--- config.mk ---
export PLATFORM = sky130hd
export DESIGN_NAME = serial_sub
export DESIGN_NICKNAME = d
export VERILOG_FILES = /design/src/rtl/serial_sub_pkg.sv /design/src/rtl/serial_sub_fsub.sv /design/src/rtl/serial_sub.sv
export SDC_FILE = /design/constraint.sdc
export NUM_CORES = 1
export LEC_CHECK = 0
export CELL_PAD_IN_SITES_DETAIL_PLACEMENT = 0
export CELL_PAD_IN_SITES_GLOBAL_PLACEMENT = 1
export CORE_ASPECT_RATIO = 0.75
export CORE_MARGIN = 4
export CORE_UTILIZATION = 35
export DETAILED_ROUTE_END_ITERATION = 8
export PLACE_DENSITY_LB_ADDON = 0.15
export REMOVE_ABC_BUFFERS = 1
export SYNTH_ARGS = -nofsm -noshare
export SYNTH_HDL_FRONTEND = slang
export SYNTH_HIERARCHICAL = 1
export SYNTH_SLANG_ARGS = --single-unit
--- constraint.sdc ---
create_clock -name clk -period 4.6 [get_ports clk]
set_clock_uncertainty 0.2 [all_clocks]
set_input_delay 1.38 -clock clk [delete_from_list [all_inputs] [get_ports clk]]
set_output_delay 1.38 -clock clk [all_outputs]
set_load 0.05 [all_outputs]
--- src/rtl/serial_sub_pkg.sv ---
// serial_sub_pkg: shared types and sizing helpers for the bit-serial subtractor.
package serial_sub_pkg;

    typedef enum logic [1:0] {
        IDLE = 2'd0,
        RUN  = 2'd1,
        DONE = 2'd2
    } sub_state_t;

    // Bit counter must reach WIDTH, so it needs room for WIDTH+1 values.
    function automatic int sub_cnt_w(input int width);
        return $clog2(width + 1);
    endfunction

endpackage

--- src/rtl/serial_sub_fsub.sv ---
// fsub: combinational single-bit full subtractor (a - b - bin).
module fsub (
    input  logic a,
    input  logic b,
    input  logic bin,
    output logic d,
    output logic bout
);

    // Difference bit and borrow generated/propagated by this bit position.
    always_comb begin
        d    = a ^ b ^ bin;
        bout = (~a & b) | (~(a ^ b) & bin);
    end

endmodule

--- src/rtl/serial_sub.sv ---
// serial_sub: bit-serial unsigned subtractor, LSB first, behind valid/ready.
// Optional build macro: SERIAL_SUB_SAT_EN (clamp the difference to 0 on borrow).
//
// state | meaning
// IDLE  | waiting for operands, in_ready=1
// RUN   | one difference bit per clock through the fsub cell
// DONE  | result presented with out_valid=1 until out_ready
module serial_sub
    import serial_sub_pkg::*;
#(
    parameter int WIDTH = 4
) (
    input  logic             clk,
    input  logic             rst_n,
    input  logic             in_valid,
    output logic             in_ready,
    input  logic [WIDTH-1:0] num1,
    input  logic [WIDTH-1:0] num2,
    output logic [WIDTH-1:0] out,
    output logic             bout,
    output logic             out_valid,
    input  logic             out_ready
);

    localparam int              CNT_W    = sub_cnt_w(WIDTH);
    localparam logic [CNT_W-1:0] CNT_LAST = CNT_W'(WIDTH - 1);

    sub_state_t       state_q, state_d;
    logic [CNT_W-1:0] cnt_q, cnt_d;
    logic [WIDTH-1:0] a_q, a_d;
    logic [WIDTH-1:0] b_q, b_d;
    logic [WIDTH-2:0] res_q, res_d;
    logic             borrow_q, borrow_d;
    logic [WIDTH-1:0] out_q, out_d;
    logic             bout_q, bout_d;

    logic             fs_d;
    logic             fs_bo;
    logic [WIDTH-1:0] res_next;

    fsub u_fsub (
        .a    (a_q[0]),
        .b    (b_q[0]),
        .bin  (borrow_q),
        .d    (fs_d),
        .bout (fs_bo)
    );

    // Newest bit enters at the MSB; the low WIDTH-1 bits hold what came before.
    assign res_next = {fs_d, res_q};

    // State register.
    always_ff @(posedge clk or negedge rst_n) begin
        if (!rst_n) begin
            state_q <= IDLE;
        end else begin
            state_q <= state_d;
        end
    end

    // Next state and handshake outputs.
    always_comb begin
        state_d   = state_q;
        in_ready  = 1'b0;
        out_valid = 1'b0;
        case (state_q)
            IDLE: begin
                in_ready = 1'b1;
                if (in_valid) begin
                    state_d = RUN;
                end
            end
            RUN: begin
                if (cnt_q == CNT_LAST) begin
                    state_d = DONE;
                end
            end
            DONE: begin
                out_valid = 1'b1;
                if (out_ready) begin
                    state_d = IDLE;
                end
            end
            default: state_d = IDLE;
        endcase
    end

    // Datapath next values: operand shifting, borrow chain and result capture.
    always_comb begin
        cnt_d    = cnt_q;
        a_d      = a_q;
        b_d      = b_q;
        res_d    = res_q;
        borrow_d = borrow_q;
        out_d    = out_q;
        bout_d   = bout_q;
        case (state_q)
            IDLE: begin
                if (in_valid) begin
                    a_d      = num1;
                    b_d      = num2;
                    res_d    = '0;
                    borrow_d = 1'b0;
                    cnt_d    = '0;
                end
            end
            RUN: begin
                a_d      = a_q >> 1;
                b_d      = b_q >> 1;
                res_d    = res_next[WIDTH-1:1];
                borrow_d = fs_bo;
                cnt_d    = cnt_q + CNT_W'(1);
                if (cnt_q == CNT_LAST) begin
                    // The result register only ever sees the finished difference.
                    bout_d = fs_bo;
`ifdef SERIAL_SUB_SAT_EN
                    out_d  = fs_bo ? '0 : res_next;
`else
                    out_d  = res_next;
`endif
                end
            end
            default: ;
        endcase
    end

    // Datapath registers; reset aborts any operation in flight.
    always_ff @(posedge clk or negedge rst_n) begin
        if (!rst_n) begin
            cnt_q    <= '0;
            a_q      <= '0;
            b_q      <= '0;
            res_q    <= '0;
            borrow_q <= 1'b0;
            out_q    <= '0;
            bout_q   <= 1'b0;
        end else begin
            cnt_q    <= cnt_d;
            a_q      <= a_d;
            b_q      <= b_d;
            res_q    <= res_d;
            borrow_q <= borrow_d;
            out_q    <= out_d;
            bout_q   <= bout_d;
        end
    end

    assign out  = out_q;
    assign bout = bout_q;

endmodule
==> impl_metrics.tcl, run 1 <==
set metrics [dict create \
    drtPass1Iterations 4 \
    reg2regPathDepth 3 \
    seq_power_share_pct 37.8 \
    p_switching_mw 0.3594 \
    layout_worst_path_cycle_share_pct 75.65 \
    synth.area.top_cells "dfrtp_1 55%, mux2_4 7.5%, a22o_1 4.4%" \
    p_leak_nw 0.5860 \
    yosysWarnings 6 \
    clock_power_share_pct 14.5 \
    cp-end-kind "primary output" \
    cts.clk_slew.worst_paths_ps 70 \
    rows 16 \
    drc 0 \
    layout.nets 117 \
    area_growth_pct 26.37 \
    gr-usage-met1_pct 16.91 \
    cts_hold_buf 0 \
    crit_path_start "state_q[1]" \
    netlist_instances 81 \
    switching_share_pct 39.14 \
    clk_path_buf_depth 2 \
    synth_top_area_share_pct 55.00 \
    synth_seq_cells 22 \
    grt_setup_unrepaired "no" \
    ir_drop_uv 321.7 \
    finalHoldViolCount 0 \
    synth_most_common_cell "dfrtp_1" \
    min_period_ps 3480 \
    critPathKind "flop to primary output" \
    grt_busiest_layer "met2" \
    synth_commonest_cells "22 x dfrtp_1, 6 x inv_1, 6 x nand2_1" \
    grt_pass1_wl_um 3615 \
    vias_per_cell 4.978 \
    cts_max_level 1 \
    grt_max_degree 23 \
    gp_congestion 0.7280 \
    max_slew_margin_pct 35.83 \
    synth_area_per_cell_um2 12.36 \
    finalSetupTns_ps 0 \
    dominantRegCellSynth "dfrtp_1" \
    status "finished, final reports clean" \
    ant_nets 0 \
    hold_depth 1 \
    initial_core_util_pct 37.59 \
    clock_sinks 22 \
    drt-initial-drc-count 18 \
    cap_violations 0 \
    worstPathRequired_ps 3020 \
    synth-edff-count 0 \
    clock_latency_ps 260 \
    cp_max_fo 17 \
    async_flop_share_pct 100.0 \
    antenna_cells 0 \
    max_clock_freq_ghz 0.2874 \
    worst_slack_ps 1120 \
    endpoint "out_valid" \
    cts_tree "built" \
    r2r_start "state_q[1]" \
    die_w_um 69.75 \
    first_global_vias 734 \
    finalSetupViolCount 0 \
    die_h_um 54.32 \
    wl_per_cell_um 14.50 \
    cts_root_buffer "clkbuf_8" \
    io_buffers 18 \
    vias 682 \
    numCtsBuffers 3 \
    cp.arrival_ps 1900 \
    drive_above_1_share_pct 11.88 \
    use_met3_pct 3.670 \
    die_area_mm2 0.003788 \
    yosysSeqAreaShare_pct 55.00 \
    coreArea_mm2 0.002663 \
    antenna_found_initial 0 \
    postCtsSetupBuffers 0 \
    pwr_density_cell_mw_per_mm2 726.0 \
    yosysUniqueCellTypes 25 \
    hpwl_um 1449 \
    io_pins 19 \
    n_fill_cell 257 \
    cts_resized 0 \
    place_ws_ps 1411 \
    start_kind "flop" \
    reg2reg_to "bout" \
    gr-total-overflow 0 \
    combPwrFrac_pct 47.7 \
    worstHoldPathType "flop to flop" \
    syn_area_mm2 0.001001 \
    groute.usage.overall_pct 12.73 \
    max_slew.worst_pin.slew_ps 959.5 \
    synth.largest_area_cell "dfrtp_1" \
    rrSetupSlack_ps 2740 \
    drt_wl_total_um 1987 \
    internal_power_mw 0.5590 \
    met2_usage_pct 19.62 \
    final-max-slew-violation-count 0 \
]
critical path: stages, from the launching register on:
cell,delay [ps]
dfrtp_1,650
nand2_1,130
inv_1,70
clkdlybuf4s50_1,790
stage by stage:
stage | total power [mW] | std cells | area [um2] | hold slack [ps] | util [%]
2_1_floorplan | 0.6606 | 79 | 984.7 | 264.0 | -
3_3_place_gp | 0.7872 | 133 | 1210 | 284.0 | 45.44
3_5_place_dp | 0.7949 | 133 | 1210 | 293.1 | 45.44
4_1_cts | 0.9341 | 137 | 1265 | 312.2 | 47.51
5_1_grt | 0.9930 | 137 | 1265 | 327.9 | 47.51
6_report | 0.9184 | 137 | 1265 | 306.9 | 47.51
cell type report:
class / instances / area (um2) / area share (%)
clock buffer: 4 / 55.05 / 4.352
inverter: 6 / 22.52 / 1.780
multi-input combinational: 51 / 411.6 / 32.54
sequential: 22 / 550.5 / 43.52
tap: 36 / 45.04 / 3.561
timing repair buffer: 18 / 180.2 / 14.24
state kept, by name, indices dropped and copies added (netlist names):
register	cells
a_q	4
b_q	4
out	4
cnt_q	3
res_q	3
state_q	2
borrow_q	1
bout	1
logic make-up (layout without fill, tap and decap cells):
logic type | after synthesis | count (layout) | synth area share (%)
simple gates | 19 | 19 | 10.75
flops | 22 | 22 | 55.00
compound gates | 24 | 24 | 18.37
fa+ha+maj | 3 | 3 | 4.500
buf+inv | 8 | 28 | 3.874
mux | 5 | 5 | 7.500
power groups by stage:
| stage | sequential (mW) | combinational (mW) | clock [mW] |
|---|---|---|---|
| 2_1_floorplan | 0.401 | 0.259 | 0 |
| 3_3_place_gp | 0.348 | 0.439 | 0 |
| 3_5_place_dp | 0.351 | 0.444 | 0 |
| 4_1_cts | 0.348 | 0.446 | 0.140 |
| 5_1_grt | 0.360 | 0.482 | 0.151 |
| 6_report | 0.347 | 0.438 | 0.133 |
worst min path at each step:
stage | endpoint | start | slack [ps]
floorplan | cnt_q[0] | cnt_q[0] | 260
global placement | res_q[0] | res_q[0] | 280
detailed placement | out[3] | out[3] | 290
CTS | cnt_q[1] | cnt_q[1] | 310
global route | out[2] | out[2] | 330
finish | borrow_q | borrow_q | 310
per-layer routing:
layer	up-vias	share of wire, %
met1	338	50
met3	4	3.0
met2	9	45
met5	-	0
met4	0	1.6
li1	331	-
layout by cell type, fill, tap and decap left out:
cell type / count
a21oi_1: 1
a221o_1: 3
a22o_1: 5
a32o_1: 1
clkbuf_8: 4
clkdlybuf4s50_1: 18
dfrtp_1: 22
fa_1: 1
ha_1: 2
inv_1: 6
mux2_4: 5
nand2_1: 6
nand2_4: 1
nand2b_1: 4
nand3b_1: 1
nor2_1: 3
nor2b_1: 1
nor2b_2: 1
o21ai_0: 4
o21ai_1: 3
o21bai_1: 1
o221a_2: 1
o22a_1: 4
o22ai_1: 1
or2b_1: 2
Note: power is estimated with default switching activity, not from simulation.
==> run 2, diff against run 1 <==
==> constraint.sdc (replaced) <==
create_clock -name clk -period 3.15 [get_ports clk]
set_clock_uncertainty 0.2 [all_clocks]
set_input_delay 0.945 -clock clk [delete_from_list [all_inputs] [get_ports clk]]
set_output_delay 0.945 -clock clk [all_outputs]
set_load 0.05 [all_outputs]
==> run 2 against run 1 <==
Compared with the run above: sequential power is 43% higher; largest power group unchanged; wire length is 3.2% higher; combinational power is 50% higher; critical endpoint unchanged; non-clock buffer count is 2 higher; total power is 55% higher; worst hold slack worse by 5.2 ps; global-route usage is 1.2 points lower; clock-buffer cell count is 1 lower; largest cell class unchanged; first-iteration DRC count is 130% higher; flip-flop and latch count stayed put; highest routed layer unchanged; via count is 3.2% higher.
==> impl_metrics.tcl, run 2 (synthesis results as in run 1) <==
set metrics [dict create \
    die_w_um 69.75 \
    mostFrequentLayoutCell "dfrtp_1" \
    die_area_mm2 0.003788 \
    area_growth_pct 29.50 \
    cts.clk_slew.worst_paths_ps 90 \
    crit_top_cell "inv_1" \
    drc 0 \
    max_slew_margin_pct 57.24 \
    clock_latency_ps 270 \
    min_period_ps 2959 \
    ant_nets 0 \
    worstHoldPathType "flop to flop" \
    fin_area_mm2 0.001296 \
    drtPass1Iterations 4 \
    first_global_vias 687 \
    seq_power_share_pct 34.9 \
    final-max-slew-violation-count 0 \
    internal_power_mw 0.8798 \
    cts_hold_buf 0 \
    critPathKind "flop to primary output" \
    max_slew.worst_pin.slew_ps 640.1 \
    coreArea_mm2 0.002663 \
    grt_setup_unrepaired "no" \
    finalSetupTns_ps 0 \
    finalHoldViolCount 0 \
    drive_above_1_share_pct 13.59 \
    cpMaxStageDelayCell "clkdlybuf4s50_1" \
    total_power_mw 1.421 \
    start_kind "flop" \
    layout_common_cells "22 x dfrtp_1, 18 x clkdlybuf4s50_1, 6 x inv_1, 6 x nand2_1" \
    clock_power_share_pct 18.7 \
    clk_path_buf_depth 2 \
    r2r_start "state_q[1]" \
    hpwl_um 1474 \
    clock_sinks 22 \
    numCtsBuffers 3 \
    gp_congestion 0.7560 \
    cp-end-kind "primary output" \
    io_pins 19 \
    initial_core_util_pct 37.59 \
    path_cells "inv_1 -> nand2_1 -> inv_1 -> clkdlybuf4s50_1" \
    cts_root_buffer "clkbuf_8" \
    cts_max_level 1 \
    switching_share_pct 38.08 \
    grt_pass1_wl_um 3305 \
    cts_resized 0 \
    min_from "a_q[3]" \
    antenna_found_initial 0 \
    layout_worst_path_cycle_share_pct 93.93 \
    p_leak_nw 0.6031 \
    crit_path_start "state_q[0]" \
    postCtsSetupBuffers 0 \
    pwr_density_cell_mw_per_mm2 1096 \
    regArea_um2 550.5 \
    worstPathRequired_ps 2000 \
    cp_max_fo 9 \
    p_switching_mw 0.5410 \
    grt_max_degree 23 \
    gr-total-overflow 0 \
    vias 704 \
    ir_drop_uv 431.0 \
    n_fill_cell 240 \
    drt_wl_total_um 2051 \
    groute.usage.overall_pct 11.54 \
    multi_input_area_um2 411.6 \
    drt-initial-drc-count 41 \
    finalSetupViolCount 0 \
    status "finished, final reports clean" \
    placedInstanceArea_mm2 0.001225 \
    vias_per_cell 5.065 \
    io_buffers 18 \
    max_clock_freq_ghz 0.3380 \
    layout.nets 119 \
    die_h_um 54.32 \
    antenna_cells 0 \
    rows 16 \
    cp.arrival_ps 1810 \
    cts_tree "built" \
    cap_violations 0 \
    wl_per_cell_um 14.76 \
    max_stage_delay_ps 800 \
    combPwrFrac_pct 46.4 \
]
[run 2: cell count changes in the layout (fill, tap and decap cells not counted), sizes merged]
cell	change
bufinv	+1
clkbuf	-1
buf	+2
[run 2: through the flow]
stage | std cells | utilization [%] | hold WS, ps | setup WS [ps]
CTS | 139 | 48.68 | 308.4 | 191.0
global placement | 135 | 46.01 | 281.8 | 519.3
finish | 139 | 48.68 | 301.7 | 191.2
floorplan | 79 | - | 264.0 | 792.7
global route | 139 | 48.68 | 324.2 | 97.59
detailed placement | 135 | 46.01 | 285.9 | 500.9
[run 2: path summary, 6_finish.rpt]
check,endpoint,slack (ps),cells past startpoint
hold / removal,a_q[3],300,1
setup reg to reg,out[2],1280,4
hold reg to reg,a_q[3],300,1
max in group asynchronous,a_q[0],1700,2
min in group asynchronous,b_q[3],820,2
setup / recovery,out_valid,190,4
[run 2: per-layer routing]
metal	track usage [%]	vias to the layer above	wire length (um)
li1	-	334	-
met5	0	-	0
met3	4.037	2	86
met1	15.46	351	1033
met4	1.911	0	7
met2	18.67	17	924
[run 2: cell type report]
class | instances | share of cell area (%)
sequential | 22 | 42.47
timing repair buffer | 20 | 15.06
clock inverter | 1 | 2.317
inverter | 6 | 1.737
tap | 36 | 3.475
multi-input combinational | 51 | 31.76
clock buffer | 3 | 3.185
[run 2: power by group through the flow]
stage / Combinational, mW / Clock (mW) / Sequential [mW]
2_1_floorplan: 0.379 / 0 / 0.586
3_3_place_gp: 0.662 / 0 / 0.495
3_5_place_dp: 0.667 / 0 / 0.502
4_1_cts: 0.669 / 0.267 / 0.498
5_1_grt: 0.717 / 0.279 / 0.516
6_report: 0.659 / 0.265 / 0.496
[run 2: critical path: cells and delay by family, from the launching register on]
family / cells / cell delay, ps
flip-flops: 1 / 460
buffers and inverters: 3 / 1010
AND/OR/NAND/NOR: 1 / 80
==> run 3, diff against run 2 <==
--- a/config.mk
+++ b/config.mk
@@ -11,7 +11,8 @@
 export CORE_MARGIN = 4
 export CORE_UTILIZATION = 35
 export DETAILED_ROUTE_END_ITERATION = 8
-export PLACE_DENSITY_LB_ADDON = 0.15
+export GPL_TIMING_DRIVEN = 0
+export PLACE_DENSITY = 0.72
 export REMOVE_ABC_BUFFERS = 1
 export SYNTH_ARGS = -nofsm -noshare
 export SYNTH_HDL_FRONTEND = slang
==> run 3 against run 2 <==
Compared with the run above: via count shrank 2.7%; setup slack gained 2.0 ps; clock power shrank 25%; core utilization shrank 1.1 points; maximum frequency is essentially flat; combinational power shrank 3.2%; worst hold slack lost 4.6 ps; non-clock buffer count shrank 2; register-to-register slack gained 80 ps; first-iteration DRC count shrank 54%; sequential share of layout area grew 1.1 points.
==> impl_metrics.tcl, run 3 (synthesis results as in run 1) <==
set metrics [dict create \
    status "finished, final reports clean" \
    multi_input_area_um2 411.6 \
    groute.usage.overall_pct 12.61 \
    min_from "b_q[3]" \
    pwr_density_cell_mw_per_mm2 1064 \
    total_power_mw 1.347 \
    ir_drop_uv 463.7 \
    clock_latency_ps 260 \
    n_fill_cell 240 \
    drtPass1Iterations 4 \
    io_buffers 18 \
    combPwrFrac_pct 47.4 \
    placedInstanceArea_mm2 0.001210 \
    max_slew_margin_pct 34.59 \
    area_growth_pct 26.50 \
    grt_max_degree 23 \
    worstHoldPathType "flop to flop" \
    worstPathRequired_ps 2000 \
    layout_worst_path_cycle_share_pct 93.87 \
    first_global_vias 757 \
    antenna_found_initial 0 \
    drt_wl_total_um 1998 \
    finalSetupTns_ps 0 \
    mostFrequentLayoutCell "dfrtp_1" \
    cts.clk_slew.worst_paths_ps 80 \
    drt-initial-drc-count 19 \
    initial_core_util_pct 37.59 \
    reg2regPathDepth 3 \
    p_leak_nw 0.5844 \
    io_pins 19 \
    vias 685 \
    finalSetupViolCount 0 \
    die_h_um 54.32 \
    wl_per_cell_um 14.58 \
    max_slew.worst_pin.slew_ps 978.1 \
    reg2reg_to "out[3]" \
    numCtsBuffers 3 \
    rrSetupSlack_ps 1360 \
    die_w_um 69.75 \
    coreArea_mm2 0.002663 \
    grt_pass1_wl_um 3581 \
    p_switching_mw 0.5326 \
    hold_depth 1 \
    seq_power_share_pct 37.8 \
    cts_tree "built" \
    hpwl_um 1431 \
    clock_power_share_pct 14.8 \
    ant_nets 0 \
    r2r_start "state_q[1]" \
    layout.nets 117 \
    cap_violations 0 \
    regArea_um2 551.8 \
    drive_above_1_share_pct 12.87 \
    vias_per_cell 5.000 \
    internal_power_mw 0.8149 \
    cts_root_buffer "clkbuf_8" \
    min_to "b_q[2]" \
    final-max-slew-violation-count 0 \
    die_area_mm2 0.003788 \
    cp.arrival_ps 1810 \
    cp_max_fo 9 \
    cp-end-kind "primary output" \
    finalHoldViolCount 0 \
    critPathKind "flop to primary output" \
    cts_max_level 1 \
    postCtsSetupBuffers 0 \
    switching_share_pct 39.52 \
    gr-total-overflow 0 \
    drc 0 \
    clock_sinks 22 \
    grt_setup_unrepaired "no" \
    layout_common_cells "21 x dfrtp_1, 18 x clkdlybuf4s50_1, 6 x inv_1, 6 x nand2_1" \
    rows 16 \
    start_kind "flop" \
    gp_congestion 0.7519 \
    clk_path_buf_depth 2 \
    max_clock_freq_ghz 0.3382 \
    min_period_ps 2957 \
    fin_area_mm2 0.001266 \
    antenna_cells 0 \
]
[run 3: changes by cell type in the layout (fill, tap and decap cells not counted), sizes merged]
cell	previous run	this run
buf	2	0
bufinv	1	0
clkbuf	3	4
[run 3: per-layer routing]
layer | wire, um | share of wire, % | up-vias | GRT usage, %
met5 | 0 | 0 | - | 0
met4 | 19 | 0.95 | 0 | 3.822
met3 | 121 | 6.1 | 4 | 5.138
met2 | 815 | 41 | 19 | 19.46
met1 | 1043 | 52 | 334 | 16.50
li1 | - | - | 328 | -
[run 3: how the worst max path moves through the flow]
stage | startpoint | to | slack [ps] | cells past startpoint
global route | state_q[0] | out_valid | 70 | 4
CTS | state_q[1] | out_valid | 90 | 3
finish | state_q[0] | out_valid | 190 | 4
detailed placement | state_q[1] | out_valid | 390 | 3
floorplan | state_q[1] | in_ready | 790 | 1
global placement | state_q[1] | out_valid | 370 | 3
[run 3: final cells by class]
type / instances / share of cell area [%]
Clock buffer: 4 / 4.348
Inverter: 6 / 1.779
Multi-Input combinational cell: 51 / 32.51
Sequential cell: 22 / 43.58
Tap cell: 36 / 3.557
Timing Repair Buffer: 18 / 14.23
[run 3: repair_timing]
action	CTS	global route
hold buffers	0	0
endpoints found under the setup margin	0	1
resized for setup	0	1
[run 3: metrics by stage]
| step | worst slack, ps | instances | utilization [%] | hold slack (ps) |
|---|---|---|---|---|
| after floorplan | 792.7 | 79 | - | 264.0 |
| after CTS | 93.58 | 137 | 47.51 | 301.4 |
| final | 193.2 | 137 | 47.56 | 297.1 |
| after global placement | 374.3 | 133 | 45.44 | 279.8 |
| after detailed placement | 393.1 | 133 | 45.44 | 291.3 |
| after global routing | 73.98 | 137 | 47.56 | 322.7 |
[run 3: worst max-delay path, stage by stage (launching register included)]
cell and delay, ps:
dfrtp_1 460, inv_1 150, nand2_1 80, inv_1 60
clkdlybuf4s50_1 790
[run 3: power by group through the flow]
| stage | combinational [mW] | sequential, mW | clock, mW |
|---|---|---|---|
| floorplan | 0.379 | 0.586 | 0 |
| CTS | 0.646 | 0.508 | 0.206 |
| global placement | 0.630 | 0.510 | 0 |
| detailed placement | 0.644 | 0.513 | 0 |
| global route | 0.697 | 0.532 | 0.219 |
| finish | 0.638 | 0.509 | 0.200 |
